===== config.mk =====
export PLATFORM = sky130hd
export DESIGN_NAME = seq_divider_32by16
export DESIGN_NICKNAME = d
export VERILOG_FILES = /design/src/rtl/arith_pkg.sv /design/src/rtl/div_step.sv /design/src/rtl/seq_divider_32by16.sv
export SDC_FILE = /design/constraint.sdc
export NUM_CORES = 1
export LEC_CHECK = 0
export BUFFER_PORTS_ARGS = -buffer_cell sky130_fd_sc_hd__buf_2
export CAP_MARGIN = 25
export CORE_MARGIN = 5
export CORE_UTILIZATION = 30
export CTS_CLUSTER_SIZE = 28
export DETAILED_ROUTE_END_ITERATION = 6
export PLACE_DENSITY_LB_ADDON = 0.08
export SLEW_MARGIN = 20
export SYNTH_ARGS = -nofsm -noshare
export SYNTH_HDL_FRONTEND = slang
export SYNTH_SLANG_ARGS = --single-unit

===== constraint.sdc =====
create_clock -name clk -period 2.42 [get_ports clk]
set_clock_uncertainty 0.2 [all_clocks]
set_input_delay 0.484 -clock clk [delete_from_list [all_inputs] [get_ports clk]]
set_output_delay 0.484 -clock clk [all_outputs]
set_load 0.005 [all_outputs]

===== src/rtl/arith_pkg.sv =====
// Shared definitions for the arithmetic datapath (16x16 multiplier and 32/16 divider).
// Holds the default operand widths and the divider FSM state encoding.
package arith_pkg;

    localparam int DEF_DIVIDEND_W = 32;
    localparam int DEF_DIVISOR_W  = 16;

    localparam logic [1:0] IDLE = 2'd0;
    localparam logic [1:0] CALC = 2'd1;
    localparam logic [1:0] DONE = 2'd2;

endpackage


===== src/rtl/div_step.sv =====
// One restoring-division step: compare the trial value against the divisor and subtract when it fits.
// Purely combinational; the caller supplies {partial remainder, next dividend bit}.
module div_step
    import arith_pkg::*;
#(
    parameter int DIVISOR_W = DEF_DIVISOR_W
) (
    input  logic [DIVISOR_W:0]   trial,
    input  logic [DIVISOR_W-1:0] divisor,
    output logic [DIVISOR_W-1:0] new_rem,
    output logic                 q_bit
);

    logic [DIVISOR_W-1:0] diff_s;

    // The true difference is always below 2**DIVISOR_W, so modular subtraction of the low bits is exact.
    assign diff_s = trial[DIVISOR_W-1:0] - divisor;

    // Restore (keep the trial) when the divisor does not fit, otherwise take the difference.
    always_comb begin
        if (trial >= {1'b0, divisor}) begin
            new_rem = diff_s;
            q_bit   = 1'b1;
        end else begin
            new_rem = trial[DIVISOR_W-1:0];
            q_bit   = 1'b0;
        end
    end

endmodule


===== src/rtl/seq_divider_32by16.sv =====
// Multi-cycle restoring unsigned divider retiring one quotient bit per clock,
// with valid/ready handshakes on the operand and result sides.
module seq_divider_32by16
    import arith_pkg::*;
#(
    parameter int DIVIDEND_W = DEF_DIVIDEND_W,
    parameter int DIVISOR_W  = DEF_DIVISOR_W
) (
    input  logic                  clk,
    input  logic                  rst_n,
    input  logic                  in_valid,
    output logic                  in_ready,
    input  logic [DIVIDEND_W-1:0] dividend,
    input  logic [DIVISOR_W-1:0]  divisor,
    output logic                  out_valid,
    input  logic                  out_ready,
    output logic [DIVIDEND_W-1:0] quotient,
    output logic [DIVISOR_W-1:0]  remainder,
    output logic                  div_by_zero
);

    localparam int                CNT_W    = $clog2(DIVIDEND_W);
    localparam logic [CNT_W-1:0]  CNT_LAST = CNT_W'(DIVIDEND_W - 1);
    localparam logic [CNT_W-1:0]  CNT_ONE  = {{(CNT_W-1){1'b0}}, 1'b1};

    logic [1:0]            state_r,     state_s;
    logic [CNT_W-1:0]      count_r,     count_s;
    logic [DIVIDEND_W-1:0] dq_r,        dq_s;
    logic [DIVISOR_W-1:0]  dvs_r,       dvs_s;
    logic [DIVISOR_W-1:0]  rem_r,       rem_s;
    logic [DIVIDEND_W-1:0] quotient_r,  quotient_s;
    logic [DIVISOR_W-1:0]  remainder_r, remainder_s;
    logic                  dbz_r,       dbz_s;
    logic                  in_ready_r,  in_ready_s;
    logic                  out_valid_r, out_valid_s;

    logic [DIVISOR_W:0]    trial_s;
    logic [DIVISOR_W-1:0]  step_rem_s;
    logic                  step_q_s;
    logic                  accept_s;
    logic                  retire_s;

    // dq_r shifts left each step: its MSB feeds the next dividend bit while quotient bits
    // enter at the LSB, so after DIVIDEND_W steps it holds the complete quotient.
    assign trial_s  = {rem_r, dq_r[DIVIDEND_W-1]};
    assign accept_s = in_valid && in_ready_r;
    assign retire_s = out_valid_r && out_ready;

    div_step #(
        .DIVISOR_W (DIVISOR_W)
    ) u_div_step (
        .trial   (trial_s),
        .divisor (dvs_r),
        .new_rem (step_rem_s),
        .q_bit   (step_q_s)
    );

    // Next-state and datapath update for the IDLE/CALC/DONE sequence.
    always_comb begin
        state_s     = state_r;
        count_s     = count_r;
        dq_s        = dq_r;
        dvs_s       = dvs_r;
        rem_s       = rem_r;
        quotient_s  = quotient_r;
        remainder_s = remainder_r;
        dbz_s       = dbz_r;
        in_ready_s  = in_ready_r;
        out_valid_s = out_valid_r;
        case (state_r)
            IDLE: begin
                if (accept_s) begin
                    dq_s       = dividend;
                    dvs_s      = divisor;
                    rem_s      = {DIVISOR_W{1'b0}};
                    count_s    = CNT_LAST;
                    in_ready_s = 1'b0;
                    if (divisor == {DIVISOR_W{1'b0}}) begin
                        // out_valid rises one cycle later from DONE.
                        state_s     = DONE;
                        quotient_s  = {DIVIDEND_W{1'b1}};
                        remainder_s = dividend[DIVISOR_W-1:0];
                        dbz_s       = 1'b1;
                    end else begin
                        state_s = CALC;
                    end
                end else begin
                    in_ready_s = 1'b1;
                end
            end
            CALC: begin
                rem_s = step_rem_s;
                dq_s  = {dq_r[DIVIDEND_W-2:0], step_q_s};
                if (count_r == {CNT_W{1'b0}}) begin
                    state_s     = DONE;
                    out_valid_s = 1'b1;
                    quotient_s  = {dq_r[DIVIDEND_W-2:0], step_q_s};
                    remainder_s = step_rem_s;
                    dbz_s       = 1'b0;
                end else begin
                    count_s = count_r - CNT_ONE;
                end
            end
            DONE: begin
                if (retire_s) begin
                    state_s     = IDLE;
                    out_valid_s = 1'b0;
                    in_ready_s  = 1'b1;
                end else begin
                    out_valid_s = 1'b1;
                end
            end
            default: begin
                state_s     = IDLE;
                in_ready_s  = 1'b1;
                out_valid_s = 1'b0;
            end
        endcase
    end

    // State and result registers; reset aborts any operation in flight.
    always_ff @(posedge clk or negedge rst_n) begin
        if (!rst_n) begin
            state_r     <= IDLE;
            count_r     <= {CNT_W{1'b0}};
            dq_r        <= {DIVIDEND_W{1'b0}};
            dvs_r       <= {DIVISOR_W{1'b0}};
            rem_r       <= {DIVISOR_W{1'b0}};
            quotient_r  <= {DIVIDEND_W{1'b0}};
            remainder_r <= {DIVISOR_W{1'b0}};
            dbz_r       <= 1'b0;
            in_ready_r  <= 1'b1;
            out_valid_r <= 1'b0;
        end else begin
            state_r     <= state_s;
            count_r     <= count_s;
            dq_r        <= dq_s;
            dvs_r       <= dvs_s;
            rem_r       <= rem_s;
            quotient_r  <= quotient_s;
            remainder_r <= remainder_s;
            dbz_r       <= dbz_s;
            in_ready_r  <= in_ready_s;
            out_valid_r <= out_valid_s;
        end
    end

    assign in_ready    = in_ready_r;
    assign out_valid   = out_valid_r;
    assign quotient    = quotient_r;
    assign remainder   = remainder_r;
    assign div_by_zero = dbz_r;

endmodule

# Word-level counts from Yosys, hierarchy flattened
# Cells that the tools add are included.
# W data, S select, Z words.
[op_classes]
n_eq_ne = 7
n_reduce_logical = 13
magnitude_cmp = 1
bitwise_logic = 2
muxes = 32
n_addsub = 2
[ops]
columns = ["operator", "n"]
rows = [
  ["$mux W32", 4],
  ["$pmux W32 S2", 2],
  ["$mux W16", 5],
  ["$pmux W16 S2", 2],
  ["$ge A17 B16 Y1", 1],
  ["$logic_not A16 Y1", 1],
  ["$sub A16 B16 Y16", 1],
  ["$mux W5", 2],
  ["$ne A2 B2 Y1 const B", 5],
  ["$pmux W5 S2", 1],
  ["$mux W1", 8],
  ["$mux W2", 4],
  ["$reduce_and A2 Y1", 4],
  ["$pmux W1 S3", 2],
  ["$pmux W2 S3", 1],
  ["$reduce_and A3 Y1", 2],
  ["$logic_not A5 Y1", 1],
  ["$sub A5 B1 Y5 const B", 1],
  ["$reduce_and A4 Y1", 1],
  ["$eq A2 B1 Y1 const B", 1],
  ["$eq A2 B2 Y1 const B", 1],
  ["$logic_and A1 B1 Y1", 2],
  ["$logic_not A2 Y1", 1],
  ["$not A1 Y1", 2],
  ["2 further kinds", 2],
]
[word_totals]
input_bits = 52
output_inout_bits = 51
register_bits = 122
word_cells = 67

# Logic depth before layout (Yosys ltp)
[logic_depth]
depth_word = 4
mapped_depth = 11
ltp_nobuf = 11

# Hierarchy
# From an unflattened synthesis, not the netlist that was laid out.
[hier_totals]
hier_cells = 632
hier_area_um2 = 6566.3
[by_module_without_submodules]
columns = ["module", "area_per_inst_um2", "seq_area_each_um2", "cells_per_inst", "n_inst"]
rows = [
  ["seq_divider_32by16", 5336.4, 3054.2, 475, 1],
  ["div_step", 1229.9, 0.0, 157, 1],
]

# Least setup slack after synthesis
# No wires, ideal clock.
[synth_path]
path_kind = "register to register"
startpoint = "reg dq_r[31]"
endpoint = "reg rem_r[14]"
n_path_buf = 0
setup_slack_ns = -0.134
setup_ns = 0.130
t_arrival_ns = 2.224
period_less_slack_ns = 2.554
required_ns = 2.090
stages_incl_launch_ff = 12
cell_sequence = "dfrtp_1 -> inv_1 -> ha_1 -> inv_1 -> fa_1 -> a211oi_1 -> o21a_1 -> o31ai_1 -> a221oi_1 -> nor3_1 -> nor3_1 -> o31ai_1"
[synth_via]
elab_chain_cells = 3
word_cells_on_any_way = 4
classes_between = "add/sub: 1; order compare: 1; mux: 2"
[synth_rtl]
columns = ["element", "line", "text"]
rows = [
  ["start, declared", "seq_divider_32by16.sv:28", "logic [DIVIDEND_W-1:0] dq_r, dq_s;"],
  ["start signal, assigned", "seq_divider_32by16.sv:126", "dq_r <= {DIVIDEND_W{1'b0}};"],
  ["start signal, assigned", "seq_divider_32by16.sv:137", "dq_r <= dq_s;"],
  ["$sub A16 B16 Y16 or $ge A17 B16 Y1 (tied branches)", "div_step.sv:17, div_step.sv:21", ""],
  ["$mux W16 (*)", "div_step.sv:21", "if (trial >= {1'b0, divisor}) begin"],
  ["$pmux W16 S2 (*)", "seq_divider_32by16.sv:70", "case (state_r)"],
  ["end signal, assigned", "seq_divider_32by16.sv:128", "rem_r <= {DIVISOR_W{1'b0}};"],
  ["end signal, assigned", "seq_divider_32by16.sv:139", "rem_r <= rem_s;"],
  ["end, declared", "seq_divider_32by16.sv:30", "logic [DIVISOR_W-1:0] rem_r, rem_s;"],
]
# Mark *: on every way between the ends. The rest lies on a longest branch, timed or not.
# A chain may end at the register's enable or synchronous reset.

# Worst setup path after layout
[layout_path]
startpoint = "reg dq_r[31]"
endpoint = "reg rem_r[12]"
# The elaborated chain is that of the path after synthesis.

==> metrics <==
core region area 21000 µm²; Tot GR Track Use 0.166; number of synthesized flops with an enable pin 0; hold_sp divisor[5]; Avg Cell Area, Syn 9.52 µm²; Die Span Y 156 µm; FF-to-FF setup slack -170 ps; placement-stage cell area 8130 µm²; Synth async-reset ratio 1.00; clock latency on the worst-skew pair 420 ps; mux contribution to synthesized area 0.0941; initial antenna violation count 0; slowest cell on the critical path dfrtp_1; Worst R2R Path Depth 12; first-pass GRT wire length between 30 and 40 mm; min cycle time layout 2590 ps; Synth area leader dfrtp_1; drt via density 4.91; Main synth FF type dfrtp_1; CP Launch Point dq_r[31]; Crit. End Element flip-flop; part of the cycle the worst path needs 1.07; fraction of the mapped netlist area in simple logic gates 0.118; largest cells by area after synthesis dfrtp_1 (47%), o21ai_0 (9.7%), mux2i_1 (6.3%); Worst Slack Setup Final -173 ps; DPL Wire Length roughly 15 mm; number of port buffers 102; Crit Path Max Fanout 2; sequence of cells on the critical path inv_1 -> ha_2 -> inv_2 -> fa_2 -> a211oi_2 -> o21a_2 -> buf_4 -> nor3b_4 -> o22ai_2 -> xnor2_1 -> mux2i_2 -> o31ai_2; Wirelength per Cell ~17 µm; clk buf depth 2; maxcap violations 0; largest family of logic cells by synthesized area compound AO/OA/AOI/OAI gates; pin count of the biggest net entering global routing 43; YS warnings 0; crit path capture rem_r[12]; RSZ-0062 raised after global routing yes; TritonCTS clock tree yes; Vias about 5700; Total Power 12500 µW; Post-Syn Area 6410 µm²; Peak Freq 386 MHz; initial drt markers ~150; Distinct cells, synth 60; CTS Sinks roughly 120; nets@finish 953; io pins 103; cell with the most instances after synthesis o21ai_0; failing checks setup timing; final number of hold-violating endpoints 0; Worst R2R End rem_r[12]; Area Growth Syn to Fin 46.5%; Hold Crit Class in2reg; Final Max Tran Viols 0; cells after synthesis about 670; global route overflow 0; H-tree depth 4; Synth top area share 0.473; Post-Synth Adder-Cell Area 0.0441; Synth Net Count 747; Lkg Pwr approximately 0.0043 µW; relative slew slack 0.591; num rows 53; crit-path max cell delay 380 ps; VDD IR max 0.572 mV; CP startpoint kind flip-flop; design area 9380 µm²; fraction of layout cells with a size suffix above 1 0.417; clk slew on worst S/H paths ~70 ps; worst reg2reg startpoint dq_r[31]; #FFs+latches synth 122; compound-gate portion of the synthesized area 0.188; Power Dens Cells 1330 nW/µm²; ANT nets after route 0; Die X ~160 µm; DR DRC count 0; Seq/Total Area, Yosys 0.477; # setup viols final 21; number of global-route vias before repair 5962; xor-xnor portion of the synthesized cell area 0.0191; actual slew at the worst max-slew pin 614 ps; Die Area 24400 µm²; Worst Path Required around 2500 ps; cts bufs inserted 17; filler instances 2086; root buffer cell clkbuf_16; routability cong. 0.793; WS Path Type reg2reg; first-pass iteration count of the detailed router 4; setup TNS -1580 ps; n_diodes 0; initial core utilization 0.305; Total Wirelength around 20 mm; status finished, violations left; Commonest cells post-synth o21ai_0 (124), dfrtp_1 (121), nand2_1 (71), inv_1 (60), mux2i_1 (40); CP Data Arrival Time approximately 2700 ps
## cells in the final DEF, fill, tap and decap left out, types with 5 or more instances in the layout
master	instances
xnor2_1	8
dfrtp_1	116
buf_6	6
or3_1	5
a22oi_1	12
o21ai_0	110
ha_4	13
inv_2	6
nor2_1	13
dfrtp_2	5
mux2_2	17
buf_4	110
o31ai_1	8
nand2_1	69
nor2_2	6
mux2i_1	34
a21oi_4	5
o21ai_2	11
buf_2	101
buf_12	6
nand4_1	9
a21oi_1	11
nand3_1	10
inv_1	54
clkbuf_16	17
bufinv_16	6
nor3_1	6
## area by class of cell
class / count / area, µm² / share of cell area
Clock inverter: 13 / 240 / 0.0256
Multi-Input combinational cell: 453 / 3540 / 0.377
Sequential cell: 122 / 3060 / 0.326
Tap cell: 275 / 344 / 0.0367
Clock buffer: 19 / 433 / 0.0461
Timing Repair Buffer: 225 / 1540 / 0.165
Inverter: 60 / 225 / 0.0240
## routing by layer
metal / GRT usage / up-vias / wire (µm)
met4: 0.0550 / 0 / 362
met2: 0.278 / 107 / 9730
met1: 0.222 / 2808 / 9290
met5: 0 / - / 0
li1: - / 2792 / -
met3: 0.0227 / 26 / 716
## repair_timing
item,in CTS,in global routing
setup endpoints to repair,31,51
pin swaps,11,25
buffers inserted,3,8
hold endpoints to repair,37,0
hold buffers,1,0
resized for setup,41,83
## through the flow
stage          hold WS [ps]  utilization  setup slack, ps  std cells
6_report                111        0.446             -173       1167
5_1_grt                 107        0.446             -302       1167
4_1_cts                96.8        0.428             -182       1162
3_5_place_dp            278        0.387             -447       1126
3_3_place_gp            271        0.387             -386       1126
2_1_floorplan         -11.6            -             5.78        673
## how the worst min path moves through the flow
stage                        endpoint  slack (ps)  cells after the start
after global placement    div_by_zero         270                      2
final                        dvs_r[5]         110                      2
after detailed placement  div_by_zero         280                      2
after global routing         dvs_r[5]         110                      2
after floorplan            count_r[0]         -10                      0
after CTS                    dvs_r[5]         100                      2
## power breakdown
group	leakage (µW)	switching, µW	total [µW]	internal, µW
Sequential	0.00148	558	3480	2930
Combinational	0.00251	3260	6060	2800
Clock	0.000322	987	2930	1950
Total	0.00432	4800	12500	7670
## flip-flops by register name, indices dropped and copies added (netlist names)
name and flops:
count_r 5, div_by_zero 1, dq_r 32, dvs_r 16
in_ready 1, out_valid 1, quotient 32, rem_r 16
remainder 16, state_r 2
## worst max-delay path, delay by kind of cell, from the launching register on
kind / cells / cell delay [ps]
adder cells (fa/ha/maj): 2 / 520
multiplexers: 1 / 140
XOR/XNOR: 1 / 170
buffers and inverters: 3 / 230
flip-flops: 1 / 380
AND/OR/NAND/NOR: 1 / 40
AO/OA/AOI/OAI: 4 / 850
## logic make-up (layout without fill, tap and decap cells)
family                     after synthesis  count (layout)
adders and majority gates               22              22
DFF                                    122             122
buffers and inverters                   98             317
muxes                                   58              58
and+or+nand+nor                        152             152
xor gates and xnor gates                14              14
AOI/OAI and AO/OA                      207             207
Power figures use the tool's default switching activity.
